### src/rtl/serial_word_assembler_pkg.sv
`default_nettype none
// +----------------------------------------------------------------------+
// | serial_word_assembler_pkg                                            |
// | Shared types and constants for the serial word assembler.            |
// | Revision: 1.0                                                        |
// +----------------------------------------------------------------------+
package serial_word_assembler_pkg;

  localparam int WORD_W = 7;

  typedef enum logic [1:0] {
    ST_IDLE   = 2'd0,
    ST_DATA   = 2'd1,
    ST_PARITY = 2'd2,
    ST_STOP   = 2'd3
  } state_e;

  // Bit counter width; at least one bit so a 1-bit word still has a counter.
  function automatic int cnt_width(input int w);
    return (w <= 1) ? 1 : $clog2(w);
  endfunction

endpackage
`default_nettype wire

### src/rtl/serial_word_assembler_shift_collector.sv
`default_nettype none
// +----------------------------------------------------------------------+
// | shift_collector                                                      |
// | LSB-first word collector with bit counter and parity accumulator.    |
// | Revision: 1.0                                                        |
// +----------------------------------------------------------------------+
module shift_collector
  import serial_word_assembler_pkg::*;
#(
  parameter int WIDTH      = WORD_W,
  parameter bit ODD_PARITY = 1'b0
) (
  input  logic             clock,
  input  logic             reset,
  input  logic             clear,
  input  logic             shift_en,
  input  logic             par_en,
  input  logic             serial_in,
  output logic [WIDTH-1:0] word,
  output logic             last_bit,
  output logic             parity_ok
);

  localparam int CNT_W = cnt_width(WIDTH);

  logic [WIDTH-1:0] word_q, word_d;
  logic [CNT_W-1:0] cnt_q, cnt_d;
  logic             par_q, par_d;

  always_ff @(posedge clock) begin
    if (reset) begin
      word_q <= '0;
      cnt_q  <= '0;
      par_q  <= 1'b0;
    end else begin
      word_q <= word_d;
      cnt_q  <= cnt_d;
      par_q  <= par_d;
    end
  end

  always_comb begin
    word_d = word_q;
    cnt_d  = cnt_q;
    par_d  = par_q;
    if (clear) begin
      word_d = '0;
      cnt_d  = '0;
      par_d  = 1'b0;
    end else if (shift_en) begin
      word_d[cnt_q] = serial_in;
      par_d         = par_q ^ serial_in;
      // Counter parks on the last index so it can never wrap mid-frame.
      if (!last_bit) begin
        cnt_d = cnt_q + CNT_W'(1);
      end
    end else if (par_en) begin
      par_d = par_q ^ serial_in;
    end
  end

  assign word      = word_q;
  assign last_bit  = (cnt_q == CNT_W'(WIDTH - 1));
  assign parity_ok = (par_q == ODD_PARITY);

endmodule
`default_nettype wire

### src/rtl/serial_word_assembler.sv
`default_nettype none
// +----------------------------------------------------------------------+
// | serial_word_assembler                                                |
// | Frames start/data/parity/stop bits into a word with load strobe.     |
// | Revision: 1.0                                                        |
// +----------------------------------------------------------------------+
module serial_word_assembler
  import serial_word_assembler_pkg::*;
#(
  parameter int WIDTH      = WORD_W,
  parameter bit ODD_PARITY = 1'b0
) (
  input  logic             clock,
  input  logic             reset,
  input  logic             serial_in,
  input  logic             bit_valid,
  output logic [WIDTH-1:0] dout,
  output logic             load,
  output logic             parity_err,
  output logic             frame_err,
  output logic             busy
);

  state_e           state_q, state_d;
  logic             clear, shift_en, par_en;
  logic [WIDTH-1:0] word;
  logic             last_bit, parity_ok;

  logic [WIDTH-1:0] dout_q, dout_d;
  logic             load_q, load_d;
  logic             parity_err_q, parity_err_d;
  logic             frame_err_q, frame_err_d;
  logic             busy_q, busy_d;

  shift_collector #(
    .WIDTH      (WIDTH),
    .ODD_PARITY (ODD_PARITY)
  ) u_shift_collector (
    .clock     (clock),
    .reset     (reset),
    .clear     (clear),
    .shift_en  (shift_en),
    .par_en    (par_en),
    .serial_in (serial_in),
    .word      (word),
    .last_bit  (last_bit),
    .parity_ok (parity_ok)
  );

  always_ff @(posedge clock) begin
    if (reset) begin
      state_q <= ST_IDLE;
    end else begin
      state_q <= state_d;
    end
  end

  always_comb begin
    state_d  = state_q;
    clear    = 1'b0;
    shift_en = 1'b0;
    par_en   = 1'b0;
    if (bit_valid) begin
      case (state_q)
        ST_IDLE: begin
          if (!serial_in) begin
            clear   = 1'b1;
            state_d = ST_DATA;
          end
        end
        ST_DATA: begin
          shift_en = 1'b1;
          if (last_bit) begin
            state_d = ST_PARITY;
          end
        end
        ST_PARITY: begin
          par_en  = 1'b1;
          state_d = ST_STOP;
        end
        ST_STOP: begin
          state_d = ST_IDLE;
        end
        default: begin
          state_d = ST_IDLE;
        end
      endcase
    end
  end

  // A bad stop bit masks any parity fault on the same frame.
  always_comb begin
    dout_d       = dout_q;
    load_d       = 1'b0;
    parity_err_d = 1'b0;
    frame_err_d  = 1'b0;
    busy_d       = (state_d != ST_IDLE);
    if (bit_valid && (state_q == ST_STOP)) begin
      if (!serial_in) begin
        frame_err_d = 1'b1;
      end else if (!parity_ok) begin
        parity_err_d = 1'b1;
      end else begin
        load_d = 1'b1;
        dout_d = word;
      end
    end
  end

  always_ff @(posedge clock) begin
    if (reset) begin
      dout_q       <= '0;
      load_q       <= 1'b0;
      parity_err_q <= 1'b0;
      frame_err_q  <= 1'b0;
      busy_q       <= 1'b0;
    end else begin
      dout_q       <= dout_d;
      load_q       <= load_d;
      parity_err_q <= parity_err_d;
      frame_err_q  <= frame_err_d;
      busy_q       <= busy_d;
    end
  end

  assign dout       = dout_q;
  assign load       = load_q;
  assign parity_err = parity_err_q;
  assign frame_err  = frame_err_q;
  assign busy       = busy_q;

endmodule
`default_nettype wire
### config.mk
export PLATFORM = sky130hd
export DESIGN_NAME = serial_word_assembler
export DESIGN_NICKNAME = d
export VERILOG_FILES = /design/src/rtl/serial_word_assembler_pkg.sv /design/src/rtl/serial_word_assembler_shift_collector.sv /design/src/rtl/serial_word_assembler.sv
export SDC_FILE = /design/constraint.sdc
export NUM_CORES = 1
export LEC_CHECK = 0
export BUFFER_PORTS_ARGS = -buffer_cell sky130_fd_sc_hd__buf_4
export CORE_UTILIZATION = 41
export DETAILED_ROUTE_END_ITERATION = 7
export SLEW_MARGIN = 20
export SYNTH_ARGS = -nofsm -noshare
export SYNTH_HDL_FRONTEND = slang
export SYNTH_SLANG_ARGS = --single-unit
### constraint.sdc
create_clock -name clock -period 1.47 [get_ports clock]
set_clock_uncertainty 0.15 [all_clocks]
set_input_delay 0.147 -clock clock [delete_from_list [all_inputs] [get_ports clock]]
set_output_delay 0.147 -clock clock [all_outputs]
set_load 0.01 [all_outputs]
# --- After elaboration in Yosys (flattened, before gate mapping) ---
# Cells that the tools add are included.
word_totals:
  output_inout_bits: 11
  reg_bits: 24
  ram_bits: 0
  latchBits: 0
  memories: 0
  mem_bits_ro: 0
  inputBits: 4
classes:
  n_mux: 18
  n_reduce_logical: 10
  n_bitwise: 5
  n_addsub: 1
  div_mod_pow: 0
  mul: 0
  eq_ne: 4
  shift: 0
  n_lt_le_gt_ge: 2
op_table:
  columns: ["cell", "count"]
  rows:
  - ["$mux 1", 12]
  - ["$pmux 2 s4", 1]
  - ["$bwmux 7", 1]
  - ["$mux 2", 3]
  - ["$eq 2x2->1 const B", 2]
  - ["$lt 3x4->1 const B", 1]
  - ["$not 1->1", 4]
  - ["$reduce_bool 2->1", 2]
  - ["$reduce_or 2->1", 2]
  - ["$add 3x1->3 const B", 1]
  - ["$demux 1 s3", 1]
  - ["$eq 3x3->1 const B", 1]
  - ["$ge 3x1->1 const B", 1]
  - ["$reduce_and 3->1", 1]
  - ["$reduce_or 3->1", 1]
  - ["$eq 2x1->1 const B", 1]
  - ["$logic_and 1x1->1", 2]
  - ["$logic_not 2->1", 1]
  - ["$reduce_and 2->1", 1]
  - ["$xor 1x1->1", 1]

# --- Longest topological paths before layout ---
depth:
  word_depth: 5
  mapped_depth: 6

# --- Hierarchy ---
# A second synthesis with hierarchy kept.
hier_totals:
  hier_cells: 120
  hier_area_um2: 1148.6
by_module_without_submodules:
  columns: ["mod", "cells_each", "seq_area_each_um2", "area_per_inst_um2", "instances"]
  rows:
  - ["serial_word_assembler", 62, 260.2, 598.1, 1]
  - ["shift_collector", 58, 220.2, 550.5, 1]

# --- Least setup slack after synthesis ---
# No wires, ideal clock.
synth_timing:
  kind: "reg2reg"
  startpoint: "reg u_shift_collector.cnt_q[0]"
  endpoint: "reg u_shift_collector.cnt_q[0]"
  setup_ns: 0.070
  synth_period_minus_slack_ns: 1.452
  t_required_ns: 1.250
  arrival_time_ns: 1.232
  path_stages_with_launch: 6
  path_slack_ns: 0.018
  path_cell_list: "dfxtp_1 > inv_1 > ha_1 > a21o_1 > or3_1 > a21oi_1"
synth_between:
  elab_chain_len: 3
synth_rtl:
  columns: ["element", "line_no", "source"]
  rows:
  - ["start: declaration", "serial_word_assembler_shift_collector.sv:27", "logic [CNT_W-1:0] cnt_q, cnt_d;"]
  - ["start signal: assignment", "serial_word_assembler_shift_collector.sv:37", "cnt_q <= cnt_d;"]
  - ["parallel branches: the longest is 3 deep, another holds $add 3x1->3", null, null]
# Parallel ways; which one is timed is not known.
# A chain may end at the register's enable or synchronous reset.

# --- Final worst setup path ---
# Same ends and word-level chain as after synthesis.

==> results by group <==
Die
  • Die W: 53.35 um
  • Die height: 53.35 um
  • Row count: 18
  • Die ar.: 2846 um2
  • Core area: 2477 um2
  • Initial core utilization: 43.64%
  • Ports: 15

Synthesis
  • Syn_nets: 125
  • Seq/Total Area, Yosys: 44.44%
  • Synth area leaders: dfxtp_1 44%, nand2_1 6.9%, mux2i_1 6.5%
  • Syn Inst Count: 118
  • Main synth FF type: dfxtp_1
  • Yosys top cell by area: dfxtp_1
  • Synth unique cells: 35
  • Yosys top cell area share: 44.44%
  • Mapped Area: 1081 um2
  • Syn_area_per_cell: 9.161 um2
  • Most common cell in the synthesized netlist: dfxtp_1
  • Synth warn: 0
  • Seq cells post-synth: 24
  • Most common library cells after synthesis: 24 x dfxtp_1, 20 x nand2_1, 11 x a21oi_1, 9 x nand3b_1, 7 x mux2i_1
  • Async set-or-reset flop fraction in the synthesized netlist: 0%
  • Post-synth EDFFs: 0

STA
  • Worst-Margin Slew: 292.0 ps
  • RSZ-0062 raised after global routing: true
  • Slew headroom: 80.51%
  • Setup WS post-layout: 59.60 ps
  • Final worst path period share: 95.95%
  • Fmax: 709.0 MHz
  • Setup tns final: 0 ps
  • Tmin final: 1410 ps
  • Final Hold Fails: 0
  • Setup violations, final: 0
  • Final Max Slew Viols: 0
  • WHS: 20.53 ps

Worst setup path
  • CP Launch Type: register
  • Kind of critical path: reg -> reg
  • Worst-case reg-to-reg path depth: 5
  • Delay-heaviest family, CP: flip-flops
  • Crit path DAT: 1520 ps
  • Worst path slowest cell: dfxtp_2
  • Max stage delay on crit path: 360 ps
  • CP max FO: 5
  • Worst EP required: 1580 ps
  • Instance count on the critical path: 5
  • Worst path bufs/invs: 1
  • Crit. End Element: register
  • Critical Path, Cell by Cell: inv_2, ha_4, a21o_1, or3_1, a21oi_2

Placed design
  • Placer Congestion: 0.7565
  • Port Buf Inserts: 14
  • Pre-CTS setup slack: -24.53 ps
  • HPWL after detailed placement: 1.463 mm
  • Placed Instances: 160

Clock network
  • CTS max path bufs: 2
  • Worst-Skew Late Latency: 310 ps
  • CTS tree: built
  • Cts bufs inserted: 3
  • H-Tree Depth: 1
  • Num Clock Sinks: 24
  • Root Buffer: clkbuf_4
  • Post-CTS setup buffers: 0
  • CTS clock-pin slew for the worst setup and hold paths: 130 ps

Power and ir drop
  • VDD IR max: 0.0006264 V
  • Pwr Density: 832.0 nW/um2
  • P_leak: 0.5436 nW

Min path
  • Hold path cells: 3
  • Worst hold path class: in -> reg

Route
  • DR pass1 iterations: 4
  • Routed vias: 872
  • Post-route ant nets: 0
  • Routed WL per cell: 12.15 um
  • Starting DRT DRC Count: 6
  • Drt total wl: 2.017 mm
  • Via/cell ratio: 5.253
  • DRC: 0

Global route
  • Initial antenna violation count: 0
  • Global-route wire length before repair: 3.374 mm
  • Vias in the first global route: 759
  • GRT Overall Usage: 16.68%
  • Largest net degree at the start of global routing: 21
  • Global route total overflow: 0

Cells and area
  • N_diodes: 0
  • Number of fill cells: 243
  • Area of the multi-input gates: 568.0 um2
  • Final Util: 52.68%
  • Fin cells: 166
  • Register area: 481.7 um2
  • Synth-to-layout area growth: 20.72%
  • Ratio of cells with drive above 1 in the final layout: 23.53%
  • NumNets Final: 144

Outcome
  • Status: complete, no violations

Flow run
  • Max_cap viols: 0
==> layer usage <==
metal  part of all wire (%)  up-vias  global-route usage, %  wire [um]
li1                       -      450                      -          -
met1                     49      405                  21.34        996
met2                     46       15                  26.67        929
met3                    3.8        2                  6.322         77
met4                   0.69        0                  2.632         14
met5                      0        -                      0          0
==> stage by stage <==
stage               total power, mW  area, um2
floorplan                    0.7284       1081
global placement             0.7487       1217
detailed placement           0.7501       1217
CTS                           1.095       1279
global route                  1.142       1305
finish                        1.086       1305
==> cells by family after synthesis <==
kind of cell    Yosys count  share of synthesized area, %
buf+inv                  11                         5.787
fa+ha+maj                 3                         3.473
flops                    24                         44.44
simple gates             53                         28.59
compound gates           19                         10.42
mux                       7                         6.482
xor+xnor                  1                        0.8103
==> power by group <==
part           switching (mW)  internal (mW)
registers             0.00338          0.657
logic                  0.0452         0.0384
clock network           0.191          0.151
==> area by class of cell <==
class,count,area share [%]
timing repair buffer,22,13.04
tap,30,2.876
clock buffer,4,2.780
multi-input combinational,83,43.53
inverter,3,0.8629
sequential,24,36.91
==> path summary, 6_finish.rpt <==
check / startpoint / endpoint / slack [ps]
hold / removal: bit_valid / state_q[0] / 20
setup reg to reg: u_shift_collector.cnt_q[0] / u_shift_collector.cnt_q[0] / 60
setup / recovery: u_shift_collector.cnt_q[0] / u_shift_collector.cnt_q[0] / 60
hold reg to reg: dout[3] / dout[3] / 310
==> cell usage in the layout (no fill, tap or decap), types with 3 or more instances in the layout <==
cell      instances
dfxtp_1          23
nand2_1          20
buf_4            20
a21oi_1           9
nand3b_1          9
mux2i_1           7
nor2_1            4
clkbuf_4          3
==> timing repair <==
item | 4_1_cts | 5_1_grt
setup endpoints to repair | 12 | 4
resized for setup | 2 | 6
endpoints found under the hold margin | 11 | 0
pin swaps | 2 | 0
hold buffers | 2 | 0
==> registers in the layout, summed over array words and instances (netlist names) <==
signal                   cells
load                         1
u_shift_collector.word       7
busy                         1
u_shift_collector.cnt_q      3
u_shift_collector.par_q      1
parity_err                   1
frame_err                    1
state_q                      2
dout                         7
==> worst reg2reg max path, stage by stage (launching register included) <==
cell and delay [ps]:
dfxtp_2 360, inv_2 40, ha_4 150, a21o_1 200, or3_1 330, a21oi_2 120
No activity file was read; power rests on OpenSTA's default activity.
